<file path="config.mk">
export PLATFORM = sky130hd
export DESIGN_NAME = datasort_param_flat
export DESIGN_NICKNAME = d
export VERILOG_FILES = /design/src/rtl/datasort_param_if.sv /design/src/rtl/datasort_param.sv /design/src/flat_wrapper.sv
export SDC_FILE = /design/constraint.sdc
export NUM_CORES = 1
export LEC_CHECK = 0
export ABC_CLOCK_PERIOD_IN_PS = 4800
export CAP_MARGIN = 20
export CORE_MARGIN = 2
export CORE_UTILIZATION = 55
export CTS_CLUSTER_SIZE = 25
export DETAILED_ROUTE_END_ITERATION = 12
export HOLD_SLACK_MARGIN = 0.02
export PLACE_DENSITY = 0.84
export SYNTH_ARGS = -nofsm -noshare
export SYNTH_HDL_FRONTEND = slang
export SYNTH_SLANG_ARGS = --single-unit
export TNS_END_PERCENT = 5
</file>
<file path="constraint.sdc">
create_clock -name clk -period 4.8 [get_ports clk]
set_input_delay 1.44 -clock clk [delete_from_list [all_inputs] [get_ports clk]]
set_output_delay 1.44 -clock clk [all_outputs]
set_load 0.1 [all_outputs]
</file>
<file path="src/rtl/datasort_param_if.sv">
// Ready/valid bundle between the data source, datasort_param and its consumer.
// idx_out and the IDXW parameter exist only when SORT_IDX_EN is defined.
interface datasort_param_if #(
    parameter int unsigned N    = 32,
    parameter int unsigned W    = 8
`ifdef SORT_IDX_EN
    , parameter int unsigned IDXW = $clog2(N)
`endif
);
    logic           vld_in;
    logic           rdy_in;
    logic           mode;
    logic [N*W-1:0] din;
    logic           vld_out;
    logic           rdy_out;
    logic [N*W-1:0] dout;
`ifdef SORT_IDX_EN
    logic [N*IDXW-1:0] idx_out;

    modport master (output vld_in, mode, din, rdy_out, input rdy_in, vld_out, dout, idx_out);
    modport slave  (input vld_in, mode, din, rdy_out, output rdy_in, vld_out, dout, idx_out);
`else
    modport master (output vld_in, mode, din, rdy_out, input rdy_in, vld_out, dout);
    modport slave  (input vld_in, mode, din, rdy_out, output rdy_in, vld_out, dout);
`endif
endinterface

</file>
<file path="src/rtl/datasort_param.sv">
// N-lane W-bit unsigned sorter: odd-even transposition, one phase per clock, fixed N-cycle latency.
// SORT_IDX_EN adds a per-lane original-index tag that travels with its data (idx_out).
module datasort_param #(
    parameter int unsigned N    = 32,
    parameter int unsigned W    = 8
`ifdef SORT_IDX_EN
    , parameter int unsigned IDXW = $clog2(N)
`endif
) (
    input  logic             clk,
    input  logic             rst_n,
    datasort_param_if.slave  bus
);
    localparam int unsigned  PW        = $clog2(N);
    localparam logic [PW-1:0] LastPhase = PW'(N - 1);

    typedef enum logic [1:0] {StIdle, StSort, StDone} state_e;

    state_e        state_q, state_d;
    logic [PW-1:0] phase_q, phase_d;
    logic          mode_q, mode_d;
    logic [W-1:0]  data_q [N];
    logic [W-1:0]  data_d [N];
    logic [W-1:0]  net_data [N];
    logic          rdy_in;
    logic          accept;
    logic          swap;
`ifdef SORT_IDX_EN
    logic [IDXW-1:0] idx_q [N];
    logic [IDXW-1:0] idx_d [N];
    logic [IDXW-1:0] net_idx [N];
`endif

    // One transposition phase; pairs of a phase are disjoint, so reading data_q is safe.
    always_comb begin
        net_data = data_q;
`ifdef SORT_IDX_EN
        net_idx  = idx_q;
`endif
        swap = 1'b0;
        for (int i = 0; i < int'(N) - 1; i++) begin
            if (1'(i % 2) == phase_q[0]) begin
                // Strict compares keep equal keys in place, which makes the sort stable.
                swap = mode_q ? (data_q[i] < data_q[i+1]) : (data_q[i] > data_q[i+1]);
                if (swap) begin
                    net_data[i]   = data_q[i+1];
                    net_data[i+1] = data_q[i];
`ifdef SORT_IDX_EN
                    net_idx[i]    = idx_q[i+1];
                    net_idx[i+1]  = idx_q[i];
`endif
                end
            end
        end
    end

    always_comb begin
        rdy_in  = (state_q == StIdle) | ((state_q == StDone) & bus.rdy_out);
        accept  = bus.vld_in & rdy_in;
        state_d = state_q;
        phase_d = phase_q;
        mode_d  = mode_q;
        data_d  = data_q;
`ifdef SORT_IDX_EN
        idx_d   = idx_q;
`endif
        case (state_q)
            StIdle: if (accept) state_d = StSort;
            StSort: begin
                data_d  = net_data;
`ifdef SORT_IDX_EN
                idx_d   = net_idx;
`endif
                phase_d = phase_q + 1'b1;
                if (phase_q == LastPhase) state_d = StDone;
            end
            StDone: if (bus.rdy_out) state_d = accept ? StSort : StIdle;
            default: state_d = StIdle;
        endcase
        if (accept) begin
            mode_d  = bus.mode;
            phase_d = '0;
            for (int i = 0; i < int'(N); i++) begin
                data_d[i] = bus.din[i*W +: W];
`ifdef SORT_IDX_EN
                idx_d[i]  = IDXW'(i);
`endif
            end
        end
    end

    always_ff @(posedge clk or negedge rst_n) begin
        if (!rst_n) begin
            state_q <= StIdle;
            phase_q <= '0;
            mode_q  <= 1'b0;
            data_q  <= '{default: '0};
`ifdef SORT_IDX_EN
            idx_q   <= '{default: '0};
`endif
        end else begin
            state_q <= state_d;
            phase_q <= phase_d;
            mode_q  <= mode_d;
            data_q  <= data_d;
`ifdef SORT_IDX_EN
            idx_q   <= idx_d;
`endif
        end
    end

    logic [N*W-1:0] dout_flat;
    always_comb begin
        dout_flat = '0;
        for (int i = 0; i < int'(N); i++) dout_flat[i*W +: W] = data_q[i];
    end

`ifdef SORT_IDX_EN
    logic [N*IDXW-1:0] idx_flat;
    always_comb begin
        idx_flat = '0;
        for (int i = 0; i < int'(N); i++) idx_flat[i*IDXW +: IDXW] = idx_q[i];
    end
    assign bus.idx_out = idx_flat;
`endif

    assign bus.rdy_in  = rdy_in;
    assign bus.vld_out = (state_q == StDone);
    assign bus.dout    = dout_flat;
endmodule

</file>
<file path="src/flat_wrapper.sv">
// flat-port wrapper written by rule: the top's interface ports become plain ports
module datasort_param_flat 
#(
    parameter int unsigned N    = 32,
    parameter int unsigned W    = 8

)
  (clk, rst_n, bus_vld_in, bus_mode, bus_din, bus_rdy_out, bus_rdy_in, bus_vld_out, bus_dout);
  datasort_param_if #(.N(N), .W(W)) bus_i ();
  input  logic clk;
  input  logic rst_n;
  input wire logic [$bits(bus_i.vld_in)-1:0] bus_vld_in;
  input wire logic [$bits(bus_i.mode)-1:0] bus_mode;
  input wire logic [$bits(bus_i.din)-1:0] bus_din;
  input wire logic [$bits(bus_i.rdy_out)-1:0] bus_rdy_out;
  output wire logic [$bits(bus_i.rdy_in)-1:0] bus_rdy_in;
  output wire logic [$bits(bus_i.vld_out)-1:0] bus_vld_out;
  output wire logic [$bits(bus_i.dout)-1:0] bus_dout;
  assign bus_i.vld_in = bus_vld_in;
  assign bus_i.mode = bus_mode;
  assign bus_i.din = bus_din;
  assign bus_i.rdy_out = bus_rdy_out;
  assign bus_rdy_in = bus_i.rdy_in;
  assign bus_vld_out = bus_i.vld_out;
  assign bus_dout = bus_i.dout;
  datasort_param #(.N(N), .W(W)) u_core (.clk(clk), .rst_n(rst_n), .bus(bus_i));
endmodule
</file>
==> impl_metrics.json <==
{
  "area.growth.synth_to_final_pct": 27.3,
  "final_cell_mix": "clkdlybuf4s50_1, inv_1, mux2i_1, dfrtp_1, ha_1",
  "min_period_over_period_pct": 81.6,
  "finalSetupViolations": 0,
  "cts_made_buffers": 34,
  "via_per_inst": 6.60,
  "ys_warn_count": 0,
  "wl_per_cell_microns": 23.5,
  "synthFlopType": "dfrtp_1",
  "ys_seq_elements": 264,
  "crit_required_ps": 3360,
  "synthesis.area_sq_mm": 0.0238,
  "start_kind": "primary input",
  "synth_area_leaders": "dfrtp_1, ha_1, mux2i_1, a21oi_1, inv_1",
  "fin_setup_tns_ps": 0,
  "syn-num-nets": 3307,
  "ys_seq_area_share_pct": 27.8,
  "hold_class": "reg -> reg",
  "critPathKind": "in -> out",
  "totalWireLength_microns": 89400,
  "run_status": "finished clean",
  "crit_family": "buffers and inverters",
  "dp_hpwl_microns": 64700,
  "fmax_mhz": 255,
  "netlist_instances": 2796,
  "grt_pass1_wl_microns": 137000,
  "die_area_sq_mm": 0.0449,
  "drc": 0,
  "initial_core_util_pct": 55.4,
  "overflow": 0,
  "synth_edf_count": 0,
  "yosysUniqueCellTypes": 70,
  "die_h_microns": 212,
  "ant_nets": 0,
  "cap_violations": 0,
  "cp_data_arrival_time_ps": 2470,
  "async_reset_ff_share_pct": 100,
  "final_common_cell": "clkdlybuf4s50_1",
  "worstHoldEndpoint": "u_core.phase_q[4]$_DFFE_PN0P_",
  "clkLatencyLatePin_ps": 560,
  "relSlewSlack_pct": 22.5,
  "antenna_found_initial": 16,
  "critPathMaxStageDelay_ps": 460,
  "syn_area_per_cell_sq_um": 8.50,
  "cts.sinks": 264,
  "core.rowCount": 76,
  "synthDominantCellAreaShare_pct": 27.8,
  "worst_path_max_delay_cell": "clkdlybuf4s50_1",
  "path_buf_inv": 3,
  "yosysTopAreaCell": "dfrtp_1",
  "coreArea_sq_mm": 0.0429,
  "tightestPinTransition_ps": 1160,
  "drt_iter0_markers": 2924,
  "cts-resized-gates": 0,
  "crit_start": "bus_rdy_out",
  "clk_path_buf_depth": 3,
  "nets": 3704,
  "cts_setup_buffers": 0,
  "cts_root_buffer": "clkbuf_16",
  "finalHoldViolCount": 0,
  "io-pin-count": 519,
  "clkTransAtPathRegs_ps": 60,
  "vias": 25200,
  "rsz0062_at_grt": "false",
  "cts_tree": "done",
  "grt_use_total_pct": 38.7,
  "worst_hold_startpoint": "u_core.phase_q[4]$_DFFE_PN0P_",
  "holdPathStages": 2,
  "io_buffers": 518,
  "ff2ff_setup_slack_ps": 1350,
  "slew_violations": 0,
  "r2r_end": "u_core.bus.dout[34]$_DFFE_PN0P_",
  "dieWidth_microns": 212,
  "ctsHoldBuffers": 0,
  "fin_skew_ps": 12.0,
  "grt_pass1_vias": 24600,
  "cp-end-kind": "output port",
  "critPathMaxFanout": 3,
  "dr.pass1.iters": 6,
  "ff2ff_path_depth": 7,
  "drive_above_1_share_pct": 5.29,
  "finalWeightedCongestion": 0.989,
  "rr_startpoint": "u_core.phase_q[0]$_DFFE_PN0P_",
  "fin_crit_ps": 3910,
  "grt_max_degree": 207,
  "cp_cell_sequence": "clkdlybuf4s50_1 > inv_1 > a21oi_1 > buf_12",
  "htreeDepth": 2
}
logic make-up after synthesis:
kind of cell	count (synthesis)	synth area share (%)
fa+ha+maj	250	13.2
buf+inv	467	8.39
mux	313	13.4
simple gates	612	12.0
compound gates	888	25.1
xor+xnor	2	0.0737
flops	264	27.8
flip-flops by register name, indices dropped and copies added, names as in the netlist:
name,count
u_core.bus.dout,256
u_core.mode_q,1
u_core.phase_q,5
u_core.state_q,2
cell usage after synthesis (34+ instances only):
cell / count
a21oi_1: 244
a221o_1: 40
a31oi_1: 96
buf_2: 49
clkbuf_1: 98
dfrtp_1: 264
ha_1: 250
inv_1: 276
mux2_2: 34
mux2i_1: 275
nand2_1: 247
nand4_1: 50
nor2_1: 87
nor3_1: 140
o211ai_1: 66
o21ai_0: 103
o21ai_1: 83
o221ai_1: 57
o31ai_1: 96
stage by stage:
step / setup slack [ps] / cells / hold WS [ps] / util, % / instance area (sq um)
6_report: 885 / 3812 / 538 / 70.5 / 30200
5_1_grt: 826 / 3811 / 579 / 70.5 / 30200
4_1_cts: 888 / 3795 / 539 / 70.3 / 30200
3_5_place_dp: 890 / 3739 / 531 / 67.8 / 29100
3_3_place_gp: 881 / 3739 / 513 / 67.8 / 29100
2_1_floorplan: 377 / 2796 / 497 / - / 23800
tightest hold or removal path, delay by kind of cell (launching register included):
kind	cells	cell delay, ps
AOI/OAI and AO/OA	1	60
DFF	1	380
and+or+nand+nor	1	60
final cells by class:
cell class	instances	area (sq um)
Inverter	278	1050
Tap cell	585	732
Antenna cell	14	35.0
Multi-Input combinational cell	2065	15200
Timing Repair Buffer	550	5550
Fill cell	3355	12600
Clock buffer	52	1030
Clock inverter	4	45.0
Sequential cell	264	6610
worst max path at each step:
| stage | to | cells past startpoint |
|---|---|---|
| CTS | bus_rdy_in | 4 |
| detailed placement | bus_rdy_in | 4 |
| global placement | bus_rdy_in | 4 |
| global route | bus_rdy_in | 4 |
| finish | bus_rdy_in | 4 |
| floorplan | bus_rdy_in | 2 |
per-layer routing:
metal / up-vias / track usage [%] / wire [microns]
li1: 11200 / - / -
met5: - / 0 / 25
met3: 374 / 8.40 / 8520
met2: 1487 / 61.1 / 41100
met4: 4 / 26.3 / 6080
met1: 12100 / 47.4 / 33700
Power is not shown: default switching activity piles up to over one toggle a cycle in this logic, so the estimate is an artifact.
